===== src/rtl/calc_pkg.sv =====
// Shared definitions for the calculator keypad controller.
//   - key codes (code = 4*row + col of the 4x4 keypad)
//   - sequencing FSM state type
//   - keypad decode helpers
package calc_pkg;

    localparam logic [3:0] KEY_1   = 4'd0;
    localparam logic [3:0] KEY_2   = 4'd1;
    localparam logic [3:0] KEY_3   = 4'd2;
    localparam logic [3:0] KEY_ADD = 4'd3;
    localparam logic [3:0] KEY_4   = 4'd4;
    localparam logic [3:0] KEY_5   = 4'd5;
    localparam logic [3:0] KEY_6   = 4'd6;
    localparam logic [3:0] KEY_SUB = 4'd7;
    localparam logic [3:0] KEY_7   = 4'd8;
    localparam logic [3:0] KEY_8   = 4'd9;
    localparam logic [3:0] KEY_9   = 4'd10;
    localparam logic [3:0] KEY_CE  = 4'd11;
    localparam logic [3:0] KEY_CA  = 4'd12;
    localparam logic [3:0] KEY_0   = 4'd13;
    localparam logic [3:0] KEY_EQ  = 4'd14;

    typedef enum logic [1:0] {
        S_A   = 2'd0,
        S_B   = 2'd1,
        S_LDR = 2'd2,
        S_RES = 2'd3
    } state_e;

    // Active-low row vector plus driven column -> key code; lowest low row wins.
    function automatic logic [3:0] key_decode(input logic [3:0] row_n, input logic [1:0] col_idx);
        logic [1:0] r;
        r = 2'd3;
        for (int i = 3; i >= 0; i--) begin
            if (!row_n[i]) r = 2'(i);
        end
        return {r, col_idx};
    endfunction

    // {is_digit, value}
    function automatic logic [4:0] key_digit(input logic [3:0] code);
        logic [4:0] res;
        case (code)
            KEY_0:   res = {1'b1, 4'd0};
            KEY_1:   res = {1'b1, 4'd1};
            KEY_2:   res = {1'b1, 4'd2};
            KEY_3:   res = {1'b1, 4'd3};
            KEY_4:   res = {1'b1, 4'd4};
            KEY_5:   res = {1'b1, 4'd5};
            KEY_6:   res = {1'b1, 4'd6};
            KEY_7:   res = {1'b1, 4'd7};
            KEY_8:   res = {1'b1, 4'd8};
            KEY_9:   res = {1'b1, 4'd9};
            default: res = 5'd0;
        endcase
        return res;
    endfunction

endpackage


===== src/rtl/keypad_scan.sv =====
// 4x4 keypad column scanner with press/release debounce.
//   clk, rst_n     : clock, asynchronous active-low reset
//   row[3:0]       : keypad rows, active-low
//   col[3:0]       : column drive, one-hot active-low
//   key_code[3:0]  : last debounced key (4*row+col)
//   key_valid      : one-cycle pulse per debounced press
//
// state      | meaning
// SC_SCAN    | cycling columns, rows sampled on last cycle of each slot
// SC_PRESS   | column frozen, counting stable cycles of the candidate code
// SC_RELEASE | key reported, waiting for DEBOUNCE cycles of all rows high
module keypad_scan
    import calc_pkg::*;
#(
    parameter int SCAN_DIV = 1000,
    parameter int DEBOUNCE = 20000
) (
    input  logic       clk,
    input  logic       rst_n,
    input  logic [3:0] row,
    output logic [3:0] col,
    output logic [3:0] key_code,
    output logic       key_valid
);
    localparam int DW = (SCAN_DIV > 1) ? $clog2(SCAN_DIV) : 1;
    localparam int BW = $clog2(DEBOUNCE + 1);

    typedef enum logic [1:0] {SC_SCAN, SC_PRESS, SC_RELEASE} scan_state_e;

    scan_state_e   sst_q, sst_d;
    logic [1:0]    col_idx_q, col_idx_d;
    logic [DW-1:0] div_q, div_d;
    logic [BW-1:0] deb_q, deb_d;
    logic [3:0]    cand_q, cand_d;
    logic [3:0]    key_code_q, key_code_d;
    logic          key_valid_q, key_valid_d;

    logic          any_low;
    logic [3:0]    cur_code;

    assign any_low  = (row != 4'hF);
    assign cur_code = key_decode(row, col_idx_q);

    always_comb begin
        sst_d       = sst_q;
        col_idx_d   = col_idx_q;
        div_d       = div_q;
        deb_d       = deb_q;
        cand_d      = cand_q;
        key_code_d  = key_code_q;
        key_valid_d = 1'b0;
        unique case (sst_q)
            SC_SCAN: begin
                if (div_q == '0) begin
                    div_d = DW'(SCAN_DIV - 1);
                    if (any_low) begin
                        // the sampling cycle counts as the first stable cycle
                        sst_d  = SC_PRESS;
                        cand_d = cur_code;
                        deb_d  = BW'(DEBOUNCE - 1);
                    end else begin
                        col_idx_d = col_idx_q + 2'd1;
                    end
                end else begin
                    div_d = div_q - DW'(1);
                end
            end
            SC_PRESS: begin
                if (!any_low) begin
                    sst_d = SC_SCAN;
                    div_d = DW'(SCAN_DIV - 1);
                end else if (cur_code != cand_q) begin
                    cand_d = cur_code;
                    deb_d  = BW'(DEBOUNCE - 1);
                end else if (deb_q <= BW'(1)) begin
                    key_valid_d = 1'b1;
                    key_code_d  = cand_q;
                    sst_d       = SC_RELEASE;
                    deb_d       = BW'(DEBOUNCE);
                end else begin
                    deb_d = deb_q - BW'(1);
                end
            end
            SC_RELEASE: begin
                if (any_low) begin
                    deb_d = BW'(DEBOUNCE);
                end else if (deb_q <= BW'(1)) begin
                    sst_d = SC_SCAN;
                    div_d = DW'(SCAN_DIV - 1);
                end else begin
                    deb_d = deb_q - BW'(1);
                end
            end
            default: sst_d = SC_SCAN;
        endcase
    end

    always_ff @(posedge clk or negedge rst_n) begin
        if (!rst_n) begin
            sst_q       <= SC_SCAN;
            col_idx_q   <= 2'd0;
            div_q       <= DW'(SCAN_DIV - 1);
            deb_q       <= '0;
            cand_q      <= '0;
            key_code_q  <= '0;
            key_valid_q <= 1'b0;
        end else begin
            sst_q       <= sst_d;
            col_idx_q   <= col_idx_d;
            div_q       <= div_d;
            deb_q       <= deb_d;
            cand_q      <= cand_d;
            key_code_q  <= key_code_d;
            key_valid_q <= key_valid_d;
        end
    end

    assign col       = ~(4'b0001 << col_idx_q);
    assign key_code  = key_code_q;
    assign key_valid = key_valid_q;

endmodule


===== src/rtl/calc_keypad_ctrl.sv =====
// Keypad entry and A op B = R sequencing controller for the calculator datapath.
//   CLK, CLR          : clock, asynchronous active-low reset
//   row / col         : 4x4 keypad rows in (active-low), columns out (one-hot active-low)
//   operand[W-1:0]    : accumulated decimal entry, fed to datapath A/B inputs
//   key_code, key_valid : debounced key report
//   Reset, LoadA, LoadB, LoadR : one-cycle datapath strobes (at most one per cycle)
//   AS                : 0 add / 1 subtract (level)
//   IUAU              : A-mux select, 1 = AU result
//   state[1:0]        : FSM state for debug
// Macro CALC_CHAIN_EN: + / - after a result loads R back into A (IUAU=1) to chain.
//
// state | meaning
// S_A   | entering operand A
// S_B   | entering operand B
// S_LDR | LoadB issued, LoadR goes out this cycle
// S_RES | result loaded, waiting for next entry
module calc_keypad_ctrl
    import calc_pkg::*;
#(
    parameter int W        = 16,
    parameter int DIGITS   = 4,
    parameter int SCAN_DIV = 1000,
    parameter int DEBOUNCE = 20000
) (
    input  logic         CLK,
    input  logic         CLR,
    input  logic [3:0]   row,
    output logic [3:0]   col,
    output logic [W-1:0] operand,
    output logic [3:0]   key_code,
    output logic         key_valid,
    output logic         Reset,
    output logic         LoadA,
    output logic         LoadB,
    output logic         LoadR,
    output logic         AS,
    output logic         IUAU,
    output logic [1:0]   state
);
    localparam int CW = $clog2(DIGITS + 1);

    if (((64'd1) << W) <= ((64'd10 ** DIGITS) - 64'd1)) begin : g_bad_width
        $error("calc_keypad_ctrl: W too small for DIGITS decimal digits");
    end

    state_e        st_q, st_d;
    logic [W-1:0]  entry_q, entry_d;
    logic [CW-1:0] cnt_q, cnt_d;
    logic          as_q, as_d;
    logic          kv_q, kv_d;
    logic          reset_c, load_a_c, load_b_c, load_r_c;
    logic [4:0]    dig;
`ifdef CALC_CHAIN_EN
    logic          chain_c;
`endif

    keypad_scan #(
        .SCAN_DIV (SCAN_DIV),
        .DEBOUNCE (DEBOUNCE)
    ) u_scan (
        .clk       (CLK),
        .rst_n     (CLR),
        .row       (row),
        .col       (col),
        .key_code  (key_code),
        .key_valid (key_valid)
    );

    // The FSM reacts one cycle after key_valid; key_code holds until the next press.
    assign kv_d = key_valid;
    assign dig  = key_digit(key_code);

    always_comb begin
        st_d     = st_q;
        entry_d  = entry_q;
        cnt_d    = cnt_q;
        as_d     = as_q;
        reset_c  = 1'b0;
        load_a_c = 1'b0;
        load_b_c = 1'b0;
        load_r_c = 1'b0;
`ifdef CALC_CHAIN_EN
        chain_c  = 1'b0;
`endif
        if (st_q == S_LDR) begin
            load_r_c = 1'b1;
            st_d     = S_RES;
        end else if (kv_q) begin
            if (dig[4]) begin
                if (st_q == S_RES) begin
                    reset_c = 1'b1;
                    entry_d = W'(dig[3:0]);
                    cnt_d   = CW'(1);
                    st_d    = S_A;
                end else if (cnt_q < CW'(DIGITS)) begin
                    entry_d = entry_q * W'(10) + W'(dig[3:0]);
                    cnt_d   = cnt_q + CW'(1);
                end
            end else begin
                case (key_code)
                    KEY_ADD, KEY_SUB: begin
                        if (st_q == S_A) begin
                            load_a_c = 1'b1;
                            as_d     = (key_code == KEY_SUB);
                            entry_d  = '0;
                            cnt_d    = '0;
                            st_d     = S_B;
                        end
`ifdef CALC_CHAIN_EN
                        else if (st_q == S_RES) begin
                            load_a_c = 1'b1;
                            chain_c  = 1'b1;
                            as_d     = (key_code == KEY_SUB);
                            entry_d  = '0;
                            cnt_d    = '0;
                            st_d     = S_B;
                        end
`endif
                    end
                    KEY_EQ: begin
                        if (st_q == S_B) begin
                            load_b_c = 1'b1;
                            st_d     = S_LDR;
                        end
                    end
                    KEY_CE: begin
                        entry_d = '0;
                        cnt_d   = '0;
                    end
                    KEY_CA: begin
                        reset_c = 1'b1;
                        entry_d = '0;
                        cnt_d   = '0;
                        as_d    = 1'b0;
                        st_d    = S_A;
                    end
                    default: ;
                endcase
            end
        end
    end

    always_ff @(posedge CLK or negedge CLR) begin
        if (!CLR) begin
            st_q    <= S_A;
            entry_q <= '0;
            cnt_q   <= '0;
            as_q    <= 1'b0;
            kv_q    <= 1'b0;
        end else begin
            st_q    <= st_d;
            entry_q <= entry_d;
            cnt_q   <= cnt_d;
            as_q    <= as_d;
            kv_q    <= kv_d;
        end
    end

    assign operand = entry_q;
    assign Reset   = reset_c;
    assign LoadA   = load_a_c;
    assign LoadB   = load_b_c;
    assign LoadR   = load_r_c;
    assign AS      = as_q;
    assign state   = st_q;
`ifdef CALC_CHAIN_EN
    assign IUAU    = chain_c;
`else
    assign IUAU    = 1'b0;
`endif

endmodule


===== config.mk =====
export PLATFORM = sky130hd
export DESIGN_NAME = calc_keypad_ctrl
export DESIGN_NICKNAME = d
export VERILOG_FILES = /design/src/rtl/calc_pkg.sv /design/src/rtl/keypad_scan.sv /design/src/rtl/calc_keypad_ctrl.sv
export SDC_FILE = /design/constraint.sdc
export NUM_CORES = 1
export LEC_CHECK = 0
export CORE_MARGIN = 2
export CORE_UTILIZATION = 52
export DETAILED_ROUTE_END_ITERATION = 10
export PLACE_DENSITY = 0.73
export SETUP_SLACK_MARGIN = 0.3
export SLEW_MARGIN = 0
export SYNTH_ARGS = -nofsm -noshare
export SYNTH_HDL_FRONTEND = slang
export SYNTH_HIERARCHICAL = 1
export SYNTH_SLANG_ARGS = --single-unit

===== constraint.sdc =====
create_clock -name CLK -period 3.1 [get_ports CLK]
set_input_delay 0.31 -clock CLK [delete_from_list [all_inputs] [get_ports CLK]]
set_output_delay 0.31 -clock CLK [all_outputs]
set_load 0.02 [all_outputs]

-- After elaboration in Yosys (flattened, before gate mapping)
Memories as Yosys holds them, arrays and structs flattened.
Cells that the tools add are included.
- register bits after elaboration: 61
- ROM bits: 80
- bits of input ports: 6
- output and inout bits: 33
- word-level logic and storage cells: 143
- memories kept: 1
- memory list (name ; depth ; bits a word ; read ports ; clocked after memory_dff ; wr ports ; RTL line ; source):
    (name not given) ; 16 ; 5 ; 1 ; 0 ; 0 ; calc_pkg.sv:43 ; case (code)
- $add $sub $neg: 5
- multiply operators: 1
- order comparisons: 2
- equal/unequal tests: 28
- shifts and indexed selects: 1
- multiplexer cells: 68
- bitwise logic cells: 5
- reduce and logical (&&, ||, !) cells: 20
- operators by type and width (cell ; count):
    $mux W15 ; 7
    $mux W16 ; 4
    $pmux W15 S3 ; 1
    $mux W10 ; 4
    $pmux W16 S2 ; 1
    $mux W2 ; 15
    $pmux W10 S3 ; 1
    $reduce_and A5 Y1 ; 5
    $mux W1 ; 22
    $add A16 B4 Y16 ; 1
    $mul A16 B3 Y15 const B ; 1
    $mux W4 ; 4
    $le A15 B1 Y1 const B ; 1
    $sub A15 B1 Y15 const B ; 1
    $eq A4 B4 Y1 const B ; 3
    $mux W3 ; 4
    $ne A4 B4 Y1 const B ; 3
    $pmux W2 S3 ; 2
    $logic_not A10 Y1 ; 1
    $ne A2 B1 Y1 const B ; 5
    $sub A10 B1 Y10 const B ; 1
    $ne A3 B3 Y1 const B ; 3
    $pmux W4 S2 ; 1
    $reduce_and A4 Y1 ; 2
    23 further kinds ; 37

-- Depth between registers and ports, before layout
Gate-level depths: netlist of the first run.
- depth in word-level cells: 7
- mapped depth: 14

-- Modules after synthesis
Netlist of the first run, hierarchy kept.
- by module, submodules not included (module ; times used ; cells each ; area each (sq um) ; sequential area each (sq um)):
    keypad_scan ; 1 ; 270 ; 2539.9 ; 960.9
    calc_keypad_ctrl ; 1 ; 273 ; 2366.0 ; 575.6

-- Least setup slack after synthesis of the first run
OpenSTA, ideal clock, no wires.
- path kind: flip-flop to flip-flop
- from: register entry_q[1], in the netlist operand[1]
- to: register entry_q[15], in the netlist operand[15]
- library setup time: 0.087 ns
- arrival time: 3.115 ns
- required time: 3.013 ns
- path slack: -0.101 ns
- stages on the path, launching flop included: 11
- path buffers: 0
- path through: dfrtp_1 > ha_1 > ha_1 > fa_1 > a211oi_4 > o21bai_1 > a2111oi_2 > a311o_2 > nand3_2 > or4_1 > o211ai_1
- cells in the longest elaborated chain, start to end: 5
- RTL lines (item ; RTL line ; source):
    start, declared ; calc_keypad_ctrl.sv:47 ; logic [W-1:0] entry_q, entry_d;
    start signal, assigned ; calc_keypad_ctrl.sv:152 ; entry_q <= entry_d;
    $mul A16 B3 Y15 ; calc_keypad_ctrl.sv:96 ; entry_d = entry_q * W'(10) + W'(dig[3:0]);
    $add A16 B4 Y16 ; calc_keypad_ctrl.sv:96 ;
    $mux W16 ; calc_keypad_ctrl.sv:95 ; end else if (cnt_q < CW'(DIGITS)) begin
    $mux W16 ; calc_keypad_ctrl.sv:90 ; if (st_q == S_RES) begin
    $mux W16 ; calc_keypad_ctrl.sv:89 ; if (dig[4]) begin
Every way passes these cells. The select of a mux whose other input is x is not followed.
A chain may end at the register's enable or synchronous reset.

-- Worst setup path after layout of the first run
- from: register entry_q[2], in the netlist operand[2]
- to: register entry_q[15], in the netlist operand[15]
The elaborated chain is that of the path after synthesis.

==> results of run 1 <==
## timing repair
item                                   4_1_cts  5_1_grt
setup endpoints to repair                    8       12
buffers inserted                             6        3
endpoints found under the hold margin       22        0
pin swaps                                    5        5
hold buffers                                 1        0
gates resized for setup                      6       15
## metrics by stage
stage / instance area (um2) / setup slack, ps / instances
floorplan: 4947 / 289.9 / 543
global placement: 5439 / 196.3 / 685
detailed placement: 5439 / 91.69 / 685
CTS: 5729 / 177.1 / 708
global route: 5799 / 41.03 / 711
finish: 5799 / 169.2 / 711
## synthesized netlist by cell type (11+ instances only)
master,instances
xor2_1,13
dfrtp_1,53
a21o_1,11
nand2_1,57
o21ai_1,11
nor3_1,16
nor2_1,36
a21oi_1,26
a31oi_1,14
xnor2_1,17
ha_1,42
inv_1,32
o21ai_0,24
nor2b_1,11
## placed cells by master, fill, tap and decap left out, types with 5 or more instances in the layout
master,n
nand4_1,8
a21o_1,11
a21oi_1,25
o211ai_1,8
o31ai_1,8
dfrtp_1,47
and3_1,6
inv_1,32
nor2_1,35
o21ai_2,5
o21ai_1,14
o21ai_0,17
xor2_1,12
ha_1,38
a31oi_1,14
clkbuf_8,9
nor2b_1,9
or3_1,5
dfstp_2,8
nand2_1,57
buf_4,21
nand3_1,5
xnor2_1,17
clkdlybuf4s50_1,34
nor3_1,15
dfrtp_2,6
nand2b_1,8
## worst min path at each step
stage	startpoint	cells after the start	to	slack [ps]
5_1_grt	u_scan/key_valid$_DFF_PN0_	0	kv_q$_DFF_PN0_	410
2_1_floorplan	CLR	0	AS$_DFFE_PN0P_	10
3_3_place_gp	CLR	1	u_scan/key_valid$_DFF_PN0_	310
3_5_place_dp	CLR	1	u_scan/key_valid$_DFF_PN0_	330
4_1_cts	u_scan/key_valid$_DFF_PN0_	0	kv_q$_DFF_PN0_	380
6_report	u_scan/key_valid$_DFF_PN0_	0	kv_q$_DFF_PN0_	380
## cell families after synthesis
logic type / Yosys count / synth area share (%)
compound gates: 154 / 22.57
xor+xnor: 30 / 5.356
fa+ha+maj: 44 / 11.53
buf+inv: 51 / 4.667
flops: 61 / 31.32
mux: 12 / 2.652
other cells: 1 / 0.07644
simple gates: 190 / 21.83
## layout make-up
type | count | area [um2] | share of cell area, %
Clock buffer | 9 | 123.9 | 2.136
Sequential cell | 61 | 1544 | 26.62
Inverter | 33 | 123.9 | 2.136
Multi-Input combinational cell | 431 | 3232 | 55.73
Timing Repair Buffer | 59 | 538.0 | 9.277
Tap cell | 111 | 138.9 | 2.395
Clock inverter | 7 | 98.84 | 1.704
## power groups by stage
| stage | combinational, mW | sequential [mW] | clock (mW) |
|---|---|---|---|
| floorplan | 0.726 | 1.02 | 0 |
| global placement | 0.891 | 1.04 | 0 |
| detailed placement | 0.916 | 1.05 | 0 |
| CTS | 0.920 | 1.04 | 0.821 |
| global route | 1.04 | 1.06 | 0.865 |
| finish | 0.931 | 1.04 | 0.802 |
## flip-flops by register name, summed over array words and instances, names as in the netlist
register,flops
u_scan/deb_q,15
u_scan/key_code,4
state,2
operand,16
cnt_q,3
u_scan/key_valid,1
u_scan/col_idx_q,2
AS,1
u_scan/div_q,10
u_scan/cand_q,4
u_scan/sst_q,2
kv_q,1
## layer usage
layer	up-vias	part of all wire [%]	GRT usage [%]
met5	-	0	0
met4	0	1.2	7.069
met3	13	4.7	3.658
met2	110	48	39.53
met1	2047	46	32.41
li1	2089	-	-
## critical path, cell delays in order, from the launching register on
cell and delay (ps):
dfrtp_1 430, ha_1 370, fa_2 440, a211oi_4 320
o21bai_1 160, a2111oi_2 360, a311o_2 210, nand3_2 90
or4_1 400, o211ai_1 90
==> results.json, run 1 <==
{
  "status": "completed",
  "required_ps": 3370,
  "synth.avg_cell_area_um2": 9.035,
  "fillCellCount": 751,
  "ys_warn_count": 6,
  "drt_iter0_drc": 190,
  "vdd_ir_drop_max_mv": 0.3352,
  "cts_buffers": 9,
  "drive_gt1_share_pct": 17.33,
  "placementRows": 35,
  "synth_area_leaders": "dfrtp_1, ha_1, nand2_1",
  "synth-edff-count": 0,
  "finalPower_mw": 2.771,
  "route.detailed.drc": 0,
  "die_w_um": 101.1,
  "dieArea_um2": 10230,
  "max_freq_ghz": 0.3412,
  "crit_type": "register to register",
  "seqPwrFrac_pct": 37.5,
  "viasPerCell": 5.990,
  "p_sw_share_pct": 37.88,
  "comb_power_share_pct": 33.6,
  "post-route-min-period_ps": 2931,
  "dp_hpwl_um": 8653,
  "syn_to_final_growth_pct": 18.21,
  "yosys.cell_types.count": 86,
  "clockPowerShare_pct": 28.9,
  "synth_largest_area_cell": "dfrtp_1",
  "rr_endpoint": "operand[15]$_DFFE_PN0P_",
  "ys_seq_elements": 61,
  "clockBufferDepth": 2,
  "p_switching_mw": 1.050,
  "postLayoutCoreUtil_pct": 63.06,
  "grt_max_degree": 26,
  "slew_headroom_pct": 49.00,
  "holdWs_ps": 380.4,
  "rsz0062_at_grt": "yes",
  "ff2ff_path_depth": 9,
  "clock_sinks": 61,
  "setup_viol": 0,
  "drt-pass1-iter-count": 4,
  "clk_latency_ps": 340,
  "finalMaxSlewViolations": 0,
  "hp-class": "register to register",
  "reg2reg_from": "operand[2]$_DFFE_PN0P_",
  "yosysSeqAreaShare_pct": 31.32,
  "cts_max_level": 3,
  "grt_overflow": 0,
  "worstSetupEndpointType": "register",
  "worst-slew-pin-transition_ps": 757.0,
  "io_buffers": 37,
  "drv_cap": 0,
  "syn_area_um2": 4906,
  "reg2reg_setup_slack_ps": 170,
  "power_density_nw_per_um2": 477.8,
  "core_area_um2": 9196,
  "ys_async_sr_fraction_pct": 100.0,
  "p_leak_nw": 2.511,
  "syn_nets": 593,
  "antenna_found_initial": 0,
  "grt_pass1_wl_um": 19700,
  "io_pins": 39,
  "via_count": 4259,
  "critPathLaunchType": "register",
  "finalCritPeriodShare_pct": 94.54,
  "ant_nets": 0,
  "synth_top_area_share_pct": 27.03,
  "critPathMaxFanout": 4,
  "internal_power_mw": 1.721,
  "nNetsFinal": 645,
  "start_util_pct": 53.35,
  "cp-startpoint": "operand[2]$_DFFE_PN0P_",
  "crit_arrival_ps": 3200,
  "cts-root-buf": "clkbuf_8",
  "cts_tree": "done",
  "n_antenna_cell": 0,
  "final.setup_skew_ps": 12.82,
  "synthesis.instances": 543,
  "wl_per_cell_um": 16.41,
  "grt_pass1_vias": 4118,
  "grt_usage_pct": 23.85,
  "wl_um": 11660,
  "fin_setup_tns_ps": 0,
  "synth_top_flop_cell": "dfrtp_1",
  "crit_path_end": "operand[15]$_DFFE_PN0P_",
  "clk_pin_slew_ps": 80,
  "die_height_um": 101.1,
  "routabilityCongestion": 0.9040,
  "hold_violations": 0
}
(Power assumes the default switching activity.)
==> run 2: changes to the inputs <==
- CORE_UTILIZATION: 52 -> 53
- PLACE_DENSITY: 0.73 -> 0.75
- SYNTH_HIERARCHICAL: 1 -> not set
==> results.json, run 2 <==
{
  "status": "completed",
  "ys_async_sr_fraction_pct": 100.0,
  "syn_area_um2": 4492,
  "io_pins": 39,
  "crit_arrival_ps": 3330,
  "crit_type": "register to register",
  "cts_buffers": 9,
  "routabilityCongestion": 0.8884,
  "hold_end": "kv_q$_DFF_PN0_",
  "min_from": "u_scan.key_valid$_DFF_PN0_",
  "clk_pin_slew_ps": 80,
  "synth_largest_area_cell": "dfrtp_1",
  "nNetsFinal": 625,
  "critPathMaxFanout": 4,
  "viasPerCell": 5.860,
  "max_freq_ghz": 0.3280,
  "wl_um": 10710,
  "regArea_um2": 1539,
  "grt_max_degree": 30,
  "route.detailed.drc": 0,
  "vdd_ir_drop_max_mv": 0.4048,
  "ant_nets": 0,
  "worstSetupEndpointType": "register",
  "cts_tree": "done",
  "p_sw_share_pct": 33.82,
  "hold_violations": 0,
  "drt-pass1-iter-count": 5,
  "ys_top_cells_by_count": "dfrtp_1, nand2_1, o21ai_0",
  "cp-startpoint": "u_scan.key_code[0]$_DFFE_PN0P_",
  "placementRows": 33,
  "cts_max_level": 3,
  "clockBufferDepth": 2,
  "antenna_found_initial": 0,
  "p_switching_mw": 0.8428,
  "synth_area_leaders": "dfrtp_1, ha_1, o21ai_0",
  "clockPowerShare_pct": 30.4,
  "ys_warn_count": 0,
  "setup_viol": 0,
  "die_height_um": 96.06,
  "required_ps": 3380,
  "finalCritPeriodShare_pct": 98.36,
  "core_area_um2": 8217,
  "synth_top_area_share_pct": 29.53,
  "finalMaxSlewViolations": 0,
  "p_leak_nw": 2.530,
  "final.setup_skew_ps": 12.36,
  "rsz0062_at_grt": "yes",
  "seqPwrFrac_pct": 40.6,
  "yosys.cell_types.count": 70,
  "critPathLaunchType": "register",
  "drive_gt1_share_pct": 20.34,
  "min_path_cells": 0,
  "post-route-min-period_ps": 3049,
  "finalPower_mw": 2.492,
  "grt_overflow": 0,
  "grt_pass1_wl_um": 17920,
  "syn_nets": 549,
  "n_antenna_cell": 0,
  "slew_headroom_pct": 56.13,
  "reg2reg_from": "u_scan.key_code[0]$_DFFE_PN0P_",
  "drt_iter0_drc": 155,
  "dieArea_um2": 9228,
  "synth-edff-count": 0,
  "reg2reg_setup_slack_ps": 50,
  "synth.avg_cell_area_um2": 9.002,
  "largest_reg_flops": 16,
  "yosysSeqAreaShare_pct": 34.21,
  "multi_input_area_um2": 2892,
  "fillCellCount": 628,
  "syn_to_final_growth_pct": 24.12,
  "comb_power_share_pct": 29.0,
  "cts-root-buf": "clkbuf_8",
  "clk_latency_ps": 340,
  "worst-slew-pin-transition_ps": 658.1,
  "layout_commonest_cell": "nand2_1",
  "via_count": 4014,
  "ys_seq_elements": 61,
  "start_util_pct": 54.67,
  "grt_usage_pct": 24.34,
  "internal_power_mw": 1.649,
  "drv_cap": 0,
  "die_w_um": 96.06,
  "synth_top_flop_cell": "dfrtp_1",
  "fin_setup_tns_ps": 0,
  "synthesis.instances": 499,
  "rr_endpoint": "operand[15]$_DFFE_PN0P_",
  "grt_pass1_vias": 3766,
  "io_buffers": 37,
  "power_density_nw_per_um2": 446.9,
  "clock_sinks": 61,
  "hp-class": "register to register",
  "wl_per_cell_um": 15.63,
  "ff2ff_path_depth": 14,
  "dp_hpwl_um": 7568,
  "layout_common_cells": "nand2_1, dfrtp_1, buf_4"
}
==> run 2: changes by cell type after synthesis, moves of 6 or more <==
cell,previous run,this run
xor2_1,13,19
o21ai_1,11,0
a31oi_1,14,4
o21ai_0,24,45
nor2b_1,11,4
nand3_1,5,13
==> run 2: repair_timing <==
action | CTS | global route
pin swaps | 7 | 8
hold endpoints to repair | 21 | 0
endpoints found under the setup margin | 7 | 17
hold buffers | 1 | 0
setup buffers | 11 | 7
gates resized for setup | 7 | 26
==> run 2: worst max-delay path by stage <==
stage | end | slack (ps) | cells past startpoint
floorplan | operand[15]$_DFFE_PN0P_ | 40 | 14
global placement | operand[15]$_DFFE_PN0P_ | 60 | 14
detailed placement | operand[15]$_DFFE_PN0P_ | -70 | 14
CTS | operand[15]$_DFFE_PN0P_ | 100 | 14
global route | operand[15]$_DFFE_PN0P_ | -120 | 14
finish | operand[15]$_DFFE_PN0P_ | 50 | 14
==> run 2: power by group through the flow <==
stage / combinational [mW] / clock, mW / sequential [mW]
6_report: 0.722 / 0.758 / 1.01
2_1_floorplan: 0.563 / 0 / 1.00
4_1_cts: 0.712 / 0.770 / 1.01
3_3_place_gp: 0.686 / 0 / 1.02
3_5_place_dp: 0.712 / 0 / 1.02
5_1_grt: 0.814 / 0.808 / 1.03
==> run 2: through the flow <==
step | util [%] | hold slack, ps | instance area [um2] | setup WS (ps) | instances
3_3_place_gp | 62.17 | 324.1 | 5109 | 55.26 | 650
5_1_grt | 67.85 | 397.1 | 5575 | -117.2 | 685
2_1_floorplan | - | 14.41 | 4532 | 35.61 | 499
4_1_cts | 66.19 | 382.3 | 5439 | 104.8 | 678
3_5_place_dp | 62.17 | 344.7 | 5109 | -74.81 | 650
6_report | 67.85 | 376.7 | 5575 | 50.98 | 685
==> run 2: kinds of logic (layout without fill, tap and decap cells) <==
group | Yosys count | after routing | synth area share, %
simple gates | 171 | 171 | 19.28
compound gates | 127 | 127 | 18.64
flops | 61 | 61 | 34.21
fa+ha+maj | 44 | 44 | 12.59
buf+inv | 43 | 124 | 4.457
xor+xnor | 39 | 39 | 7.605
mux | 13 | 13 | 3.148
other cells | 1 | 1 | 0.08349
==> run 2: per-layer routing <==
layer	routed length, um	share of wire, %	GRT usage, %	up-vias
met4	110	1.0	6.310	0
met5	0	0	0	-
li1	-	-	-	1947
met3	520	4.9	3.054	17
met1	4780	45	33.25	1930
met2	5297	49	40.86	120
==> run 2: worst max-delay path, stage by stage, from the launching register on <==
cell     delay (ps)
dfrtp_2         410
inv_4            60
ha_4            270
mux2i_2          70
o21ai_2         210
ha_2            220
inv_2            40
fa_2            350
nor2b_2         130
o21ai_2          70
or3b_4          390
nor3_4          160
nand4_1         140
or4_1           410
nand3_1          80
==> run 2: cell type report <==
| type | count | share of cell area, % |
|---|---|---|
| Multi-Input combinational cell | 395 | 51.86 |
| Sequential cell | 61 | 27.60 |
| Timing Repair Buffer | 79 | 12.41 |
| Clock buffer | 12 | 2.962 |
| Tap cell | 105 | 2.356 |
| Inverter | 29 | 1.997 |
| Clock inverter | 4 | 0.8079 |
